**config.mk**
```make
export PLATFORM = sky130hd
export DESIGN_NAME = ps2_keyboard_decoder
export DESIGN_NICKNAME = d
export VERILOG_FILES = /design/src/rtl/ps2_pkg.sv /design/src/rtl/ps2_keyboard_decoder.sv
export SDC_FILE = /design/constraint.sdc
export NUM_CORES = 1
export LEC_CHECK = 0
export CORE_MARGIN = 5
export CORE_UTILIZATION = 33
export DETAILED_ROUTE_END_ITERATION = 7
export PLACE_DENSITY_LB_ADDON = 0.3
export SLEW_MARGIN = 20
export SYNTH_ARGS = -nofsm -noshare
export SYNTH_HDL_FRONTEND = slang
export SYNTH_SLANG_ARGS = --single-unit
```
**constraint.sdc**
```tcl
create_clock -name clk -period 4.05 [get_ports clk]
set_input_delay 0.6075 -clock clk [delete_from_list [all_inputs] [get_ports clk]]
set_output_delay 0.6075 -clock clk [all_outputs]
set_load 0.02 [all_outputs]
```
**src/rtl/ps2_pkg.sv**
```systemverilog
// rtl/ps2_pkg.sv - shared constants and frame check for the PS/2 keyboard decoder
// Purpose: scan-code set 2 prefix/shift codes, frame geometry, ASCII control
//          values and the 11-bit frame validity check.
// Ports:   none (package).
package ps2_pkg;

  localparam logic [7:0] PS2_PREFIX_EXT = 8'hE0;
  localparam logic [7:0] PS2_PREFIX_BRK = 8'hF0;
  localparam logic [7:0] PS2_LSHIFT     = 8'h12;
  localparam logic [7:0] PS2_RSHIFT     = 8'h59;

  localparam int PS2_FRAME_LEN = 11;

  localparam logic [7:0] ASCII_SPACE = 8'h20;
  localparam logic [7:0] ASCII_CR    = 8'h0D;
  localparam logic [7:0] ASCII_BS    = 8'h08;
  localparam logic [7:0] ASCII_ESC   = 8'h1B;
  localparam logic [7:0] ASCII_TAB   = 8'h09;

  // Frame bit 0 is start, 8:1 data, 9 parity, 10 stop. Data plus parity
  // must carry an odd number of ones.
  function automatic logic ps2_frame_ok(input logic [10:0] frame);
    return !frame[0] && frame[10] && (^frame[9:1]);
  endfunction

endpackage

```
**src/rtl/ps2_keyboard_decoder.sv**
```systemverilog
// rtl/ps2_keyboard_decoder.sv - PS/2 keyboard receiver with set-2 make/break decoding
// Purpose: synchronizes and glitch-filters the PS/2 lines, deframes 11-bit
//          device-to-host frames, decodes E0/F0 prefixes and translates the
//          final code to ASCII through ps2_scan_to_ascii.
// Ports (ps2_scan_to_ascii):
//   code_i   in  8  scan code byte
//   ext_i    in  1  code was preceded by E0 (forces 0x00)
//   shift_i  in  1  a shift key is held
//   ascii_o  out 8  ASCII value, 0x00 when unmapped
// Ports (ps2_keyboard_decoder):
//   clk, reset                      system clock, synchronous active-high reset
//   ps2_clk_async, ps2_data_async   raw PS/2 pins
//   scan_code, ascii_code           last make/break byte and its ASCII value
//   key_pressed                     held-key level
//   key_released                    one-clk pulse on a completed break sequence
// Config: define PS2_SHIFT_EN to track left/right shift and emit shifted ASCII.

module ps2_scan_to_ascii
  import ps2_pkg::*;
(
  input  logic [7:0] code_i,
  input  logic       ext_i,
  input  logic       shift_i,
  output logic [7:0] ascii_o
);

  logic [7:0] letter;
  logic [7:0] digit_plain;
  logic [7:0] digit_shift;
  logic [7:0] ctrl;

  always_comb begin
    letter      = '0;
    digit_plain = '0;
    digit_shift = '0;
    ctrl        = '0;
    case (code_i)
      8'h1C: letter = "a";
      8'h32: letter = "b";
      8'h21: letter = "c";
      8'h23: letter = "d";
      8'h24: letter = "e";
      8'h2B: letter = "f";
      8'h34: letter = "g";
      8'h33: letter = "h";
      8'h43: letter = "i";
      8'h3B: letter = "j";
      8'h42: letter = "k";
      8'h4B: letter = "l";
      8'h3A: letter = "m";
      8'h31: letter = "n";
      8'h44: letter = "o";
      8'h4D: letter = "p";
      8'h15: letter = "q";
      8'h2D: letter = "r";
      8'h1B: letter = "s";
      8'h2C: letter = "t";
      8'h3C: letter = "u";
      8'h2A: letter = "v";
      8'h1D: letter = "w";
      8'h22: letter = "x";
      8'h35: letter = "y";
      8'h1A: letter = "z";
      8'h45: begin digit_plain = "0"; digit_shift = ")"; end
      8'h16: begin digit_plain = "1"; digit_shift = "!"; end
      8'h1E: begin digit_plain = "2"; digit_shift = "@"; end
      8'h26: begin digit_plain = "3"; digit_shift = "#"; end
      8'h25: begin digit_plain = "4"; digit_shift = "$"; end
      8'h2E: begin digit_plain = "5"; digit_shift = "%"; end
      8'h36: begin digit_plain = "6"; digit_shift = "^"; end
      8'h3D: begin digit_plain = "7"; digit_shift = "&"; end
      8'h3E: begin digit_plain = "8"; digit_shift = "*"; end
      8'h46: begin digit_plain = "9"; digit_shift = "("; end
      8'h29: ctrl = ASCII_SPACE;
      8'h5A: ctrl = ASCII_CR;
      8'h66: ctrl = ASCII_BS;
      8'h76: ctrl = ASCII_ESC;
      8'h0D: ctrl = ASCII_TAB;
      default: ;
    endcase

    if (ext_i)                 ascii_o = '0;
    else if (letter != '0)     ascii_o = shift_i ? (letter - 8'h20) : letter;
    else if (digit_plain != '0) ascii_o = shift_i ? digit_shift : digit_plain;
    else                       ascii_o = ctrl;
  end

endmodule

module ps2_keyboard_decoder
  import ps2_pkg::*;
#(
  parameter int SYNC_STAGES    = 2,
  parameter int FILTER_LEN     = 8,
  parameter int TIMEOUT_CYCLES = 50000
) (
  input  logic       clk,
  input  logic       reset,
  input  logic       ps2_clk_async,
  input  logic       ps2_data_async,
  output logic [7:0] scan_code,
  output logic [7:0] ascii_code,
  output logic       key_pressed,
  output logic       key_released
);

  localparam int FW = $clog2(FILTER_LEN + 1);
  localparam int TW = $clog2(TIMEOUT_CYCLES + 1);

  // Input synchronizers, reset to the idle-high line level.
  logic [SYNC_STAGES-1:0] clk_sync_q, data_sync_q;
  logic clk_s, data_s;

  always_ff @(posedge clk) begin
    if (reset) begin
      clk_sync_q  <= '1;
      data_sync_q <= '1;
    end else begin
      clk_sync_q  <= {clk_sync_q[SYNC_STAGES-2:0], ps2_clk_async};
      data_sync_q <= {data_sync_q[SYNC_STAGES-2:0], ps2_data_async};
    end
  end

  assign clk_s  = clk_sync_q[SYNC_STAGES-1];
  assign data_s = data_sync_q[SYNC_STAGES-1];

  // Glitch filter: the filtered level flips only after FILTER_LEN
  // consecutive samples disagree with it.
  logic [FW-1:0] filt_cnt_q;
  logic          filt_q, filt_prev_q, fall;

  always_ff @(posedge clk) begin
    if (reset) begin
      filt_cnt_q  <= '0;
      filt_q      <= 1'b1;
      filt_prev_q <= 1'b1;
    end else begin
      filt_prev_q <= filt_q;
      if (clk_s == filt_q) begin
        filt_cnt_q <= '0;
      end else if (filt_cnt_q == FW'(FILTER_LEN - 1)) begin
        filt_q     <= clk_s;
        filt_cnt_q <= '0;
      end else begin
        filt_cnt_q <= filt_cnt_q + FW'(1);
      end
    end
  end

  assign fall = filt_prev_q & ~filt_q;

  // Deframer and mid-frame timeout.
  logic [3:0]    bit_cnt_q, bit_cnt_d;
  logic [10:0]   shreg_q, shreg_d;
  logic [TW-1:0] timer_q, timer_d;
  logic          frame_done, frame_ok;
  logic [7:0]    rx_byte;

  always_comb begin
    bit_cnt_d  = bit_cnt_q;
    shreg_d    = shreg_q;
    timer_d    = timer_q;
    frame_done = 1'b0;
    if (fall) begin
      shreg_d = {data_s, shreg_q[10:1]};
      timer_d = '0;
      if (bit_cnt_q == 4'(PS2_FRAME_LEN - 1)) begin
        frame_done = 1'b1;
        bit_cnt_d  = '0;
      end else begin
        bit_cnt_d = bit_cnt_q + 4'd1;
      end
    end else if (bit_cnt_q != '0) begin
      if (timer_q == TW'(TIMEOUT_CYCLES - 1)) begin
        bit_cnt_d = '0;
        shreg_d   = '0;
        timer_d   = '0;
      end else begin
        timer_d = timer_q + TW'(1);
      end
    end
  end

  assign rx_byte  = shreg_d[8:1];
  assign frame_ok = ps2_frame_ok(shreg_d);

  always_ff @(posedge clk) begin
    if (reset) begin
      bit_cnt_q <= '0;
      shreg_q   <= '0;
      timer_q   <= '0;
    end else begin
      bit_cnt_q <= bit_cnt_d;
      shreg_q   <= shreg_d;
      timer_q   <= timer_d;
    end
  end

  // Prefix tracking and output decode.
  logic       ext_q, ext_d, brk_q, brk_d;
  logic [7:0] held_q, held_d, scan_q, scan_d, ascii_q, ascii_d;
  logic       pressed_q, pressed_d, released_q, released_d;
  logic       shift_held, is_shift;
  logic [7:0] map_ascii;

`ifdef PS2_SHIFT_EN
  logic lshift_q, lshift_d, rshift_q, rshift_d;
  assign shift_held = lshift_q | rshift_q;
  // E0-prefixed 0x12 is part of Print Screen, not a shift key.
  assign is_shift   = !ext_q && (rx_byte == PS2_LSHIFT || rx_byte == PS2_RSHIFT);
`else
  assign shift_held = 1'b0;
  assign is_shift   = 1'b0;
`endif

  ps2_scan_to_ascii u_map (
    .code_i  (rx_byte),
    .ext_i   (ext_q),
    .shift_i (shift_held),
    .ascii_o (map_ascii)
  );

  always_comb begin
    ext_d      = ext_q;
    brk_d      = brk_q;
    held_d     = held_q;
    scan_d     = scan_q;
    ascii_d    = ascii_q;
    pressed_d  = pressed_q;
    released_d = 1'b0;
`ifdef PS2_SHIFT_EN
    lshift_d   = lshift_q;
    rshift_d   = rshift_q;
`endif
    if (frame_done) begin
      if (!frame_ok) begin
        ext_d = 1'b0;
        brk_d = 1'b0;
      end else if (rx_byte == PS2_PREFIX_EXT) begin
        ext_d = 1'b1;
      end else if (rx_byte == PS2_PREFIX_BRK) begin
        brk_d = 1'b1;
      end else begin
        ext_d  = 1'b0;
        brk_d  = 1'b0;
        scan_d = rx_byte;
        if (is_shift) begin
          ascii_d = '0;
`ifdef PS2_SHIFT_EN
          if (rx_byte == PS2_LSHIFT) lshift_d = !brk_q;
          else                       rshift_d = !brk_q;
`endif
        end else if (!brk_q) begin
          ascii_d   = map_ascii;
          pressed_d = 1'b1;
          held_d    = rx_byte;
        end else begin
          // Only the break of the most recently made key drops the level.
          released_d = 1'b1;
          if (rx_byte == held_q) pressed_d = 1'b0;
        end
      end
    end
  end

  always_ff @(posedge clk) begin
    if (reset) begin
      ext_q      <= 1'b0;
      brk_q      <= 1'b0;
      held_q     <= '0;
      scan_q     <= '0;
      ascii_q    <= '0;
      pressed_q  <= 1'b0;
      released_q <= 1'b0;
`ifdef PS2_SHIFT_EN
      lshift_q   <= 1'b0;
      rshift_q   <= 1'b0;
`endif
    end else begin
      ext_q      <= ext_d;
      brk_q      <= brk_d;
      held_q     <= held_d;
      scan_q     <= scan_d;
      ascii_q    <= ascii_d;
      pressed_q  <= pressed_d;
      released_q <= released_d;
`ifdef PS2_SHIFT_EN
      lshift_q   <= lshift_d;
      rshift_q   <= rshift_d;
`endif
    end
  end

  assign scan_code    = scan_q;
  assign ascii_code   = ascii_q;
  assign key_pressed  = pressed_q;
  assign key_released = released_q;

endmodule

```
==> flow_summary.json <==
{
  "top_layer_used": "met4",
  "async_flop_share_pct": 0,
  "synth-edff-count": 0,
  "cts_tree": "built",
  "cts_root_buffer": "clkbuf_16",
  "die_x_um": 120,
  "leakagePower_nw": 1.80,
  "power.share.sequential_pct": 43.8,
  "cp.arrival_ns": 3.98,
  "multiInputGateArea_mm2": 0.00244,
  "initial_core_util_pct": 33.3,
  "combPwrFrac_pct": 1.3,
  "criticalPathCategory": "reg2reg",
  "skew_ns": 0.00944,
  "grt_pass1_wl_um": 17300,
  "diodes": 0,
  "ir_drop_mv": 0.186,
  "dr_wl_met2_um": 4740,
  "cpPeakStageDelay_ns": 0.84,
  "grt_max_degree": 45,
  "power_frac_clock_pct": 54.9,
  "gp_congestion": 0.900,
  "worstSetupEndpointType": "register",
  "yosysTopAreaCell": "dfxtp_1",
  "syn-num-nets": 490,
  "antenna_found_initial": 0,
  "synthCells": 478,
  "dr.pass1.iters": 4,
  "grt_pass1_vias": 3371,
  "seq_area_mm2": 0.00136,
  "p_int_mw": 1.21,
  "rows": 40,
  "gr-total-overflow": 0,
  "vias": 3549,
  "insertion_delay_ns": 0.34,
  "track_usage_pct": 15.1,
  "power_mw": 1.53,
  "swShare_pct": 20.9,
  "drt_iter0_drc": 165,
  "drc": 0,
  "yosys_most_used_dff": "dfxtp_1",
  "postRouteAntennaNets": 0,
  "required_ns": 4.28,
  "wl_per_cell_um": 16.2,
  "final_core_util_pct": 39.1,
  "outcome": "finished clean",
  "cts_buffers": 9,
  "die-area_mm2": 0.0143,
  "hpwl_um": 7620,
  "synth_seq_cells": 68,
  "yosys.area.top_type_share_pct": 34.3,
  "syn_avg_cell_area_um2": 8.31,
  "critical_path.startpoint": "bit_cnt_q[0]",
  "crit_chain": "inv_1 > ha_1 > nor3b_4 > nor3_4 > buf_4 > a2111oi_0 > nor2_1 > o32ai_1 > a211oi_1 > nand4_1 > o21ai_0 > a32o_1",
  "pwr_density_cell_mw_per_mm2": 329,
  "ys_types": 74,
  "area_growth_pct": 17.3,
  "synth_common_cells": "dfxtp_1, nor2_1, nand2_1",
  "cts_buffer_depth": 2,
  "relSlewSlack_pct": 36.8,
  "min_from": "data_sync_q[0]",
  "drv_cap": 0,
  "fmax_ghz": 0.266,
  "ys_top_cells_by_area": "dfxtp_1, nor2_1, a21oi_1",
  "yosys_warnings": 0,
  "die_h_um": 120,
  "hold_class": "reg2reg",
  "hold_viol_final": 0,
  "cp_max_fo": 11,
  "setup_viol": 0,
  "fillCellCount": 1236,
  "numClockSinks": 68,
  "cts_hold_buf": 0,
  "nets": 511,
  "min_period_ns": 3.75,
  "drive_gt1_share_pct": 13.5,
  "netlist_area_mm2": 0.00397,
  "cts.clk_slew.worst_paths_ns": 0.06,
  "crit_slowest_cell": "a2111oi_0",
  "fin_crit_sh_pct": 92.7,
  "synth-seq-area-share_pct": 34.3,
  "routed_wl_um": 10500,
  "htreeDepth": 3,
  "report.final.slew_viol_count": 0,
  "io_buffers": 20,
  "worst_slew_pin_slew_ns": 0.924,
  "design.core.area_mm2": 0.0119,
  "start_kind": "register",
  "p_sw_uw": 321,
  "wl_met1_um": 5110,
  "post-synth-top-count-cell": "dfxtp_1",
  "wl_met3_um": 408,
  "holdWs_ns": 0.409,
  "io_pins": 22,
  "r2r_start": "bit_cnt_q[0]",
  "avgViaCountPerCell": 5.45,
  "tns_ns": 0
}
what timing repair did:
item / 4_1_cts / 5_1_grt
buffers inserted: 0 / 0
gates resized for setup: 0 / 1
endpoints found under the setup margin: 0 / 2
sequential cells by signal (all words and copies together) (netlist names), 2 cells and up:
name,flops
timer_q,16
shreg_q,11
held_q,8
scan_code,8
ascii_code,7
bit_cnt_q,4
filt_cnt_q,4
clk_sync_q,2
data_sync_q,2
power groups by stage:
| stage | logic [mW] | clock network, mW | registers [mW] |
|---|---|---|---|
| after floorplan | 0.0128 | 0 | 0.686 |
| after global placement | 0.0193 | 0 | 0.687 |
| after detailed placement | 0.0196 | 0 | 0.687 |
| after CTS | 0.0196 | 0.866 | 0.672 |
| after global routing | 0.0214 | 0.904 | 0.672 |
| final | 0.0192 | 0.843 | 0.672 |
worst max-delay path: cells and delay by family (launching register included):
family | cells | cell delay (ns)
adder cells (fa/ha/maj) | 1 | 0.17
AO/OA/AOI/OAI | 5 | 1.77
buffers and inverters | 2 | 0.27
AND/OR/NAND/NOR | 4 | 1.09
flip-flops | 1 | 0.34
placed cells by master, fill, tap and decap left out, types with 6 or more instances in the layout:
| cell | netlist | routed |
|---|---|---|
| a211oi_1 | 17 | 17 |
| nor2_1 | 65 | 65 |
| a21oi_1 | 32 | 31 |
| xnor2_1 | 18 | 18 |
| o21ai_0 | 14 | 14 |
| nand2_1 | 40 | 40 |
| or2_2 | 10 | 10 |
| nand3_1 | 12 | 12 |
| dfxtp_1 | 68 | 68 |
| buf_4 | 2 | 13 |
| and2_1 | 6 | 6 |
| or3_1 | 7 | 7 |
| inv_1 | 16 | 16 |
| nor3_1 | 15 | 14 |
| xor2_1 | 12 | 12 |
| o22ai_1 | 10 | 10 |
| clkdlybuf4s50_1 | 0 | 20 |
| clkbuf_16 | 0 | 9 |
| ha_1 | 8 | 8 |
path summary, 6_finish.rpt:
path	cells past startpoint	to	slack, ns
worst min register to register	1	data_sync_q[1]	0.41
worst max-delay path	12	ascii_code[2]	0.30
worst min-delay path	1	data_sync_q[1]	0.41
worst max register to register	12	ascii_code[2]	0.30
cell families after synthesis:
family                     after synthesis  synth area share [%]
and+or+nand+nor                        194                  26.6
adders and majority gates                8                  2.52
muxes                                    6                  1.54
AOI/OAI and AO/OA                      132                  23.9
other                                    1                0.0945
xor gates and xnor gates                30                  6.62
DFF                                     68                  34.3
buffers and inverters                   39                  4.51
stage by stage:
step	worst slack [ns]	std cells	cell area, µm²
after floorplan	0.113	478	3970
final	0.296	651	4660
after CTS	0.201	651	4650
after detailed placement	0.204	635	4340
after global routing	-0.00115	651	4660
after global placement	0.336	635	4340
metal layers:
metal	up-vias	GRT usage (%)
met2	76	22.4
met4	0	7.02
met3	19	3.96
met5	-	0
met1	1683	20.4
li1	1771	-
cell type report:
| type | count | area share (%) |
|---|---|---|
| inverters | 16 | 1.29 |
| clock inverters | 7 | 1.96 |
| clock buffers | 9 | 4.83 |
| well taps | 147 | 3.95 |
| multi-input cells | 371 | 52.4 |
| flip-flops and latches | 68 | 29.2 |
| repair buffers | 33 | 6.39 |
Power figures use the tool's default switching activity.
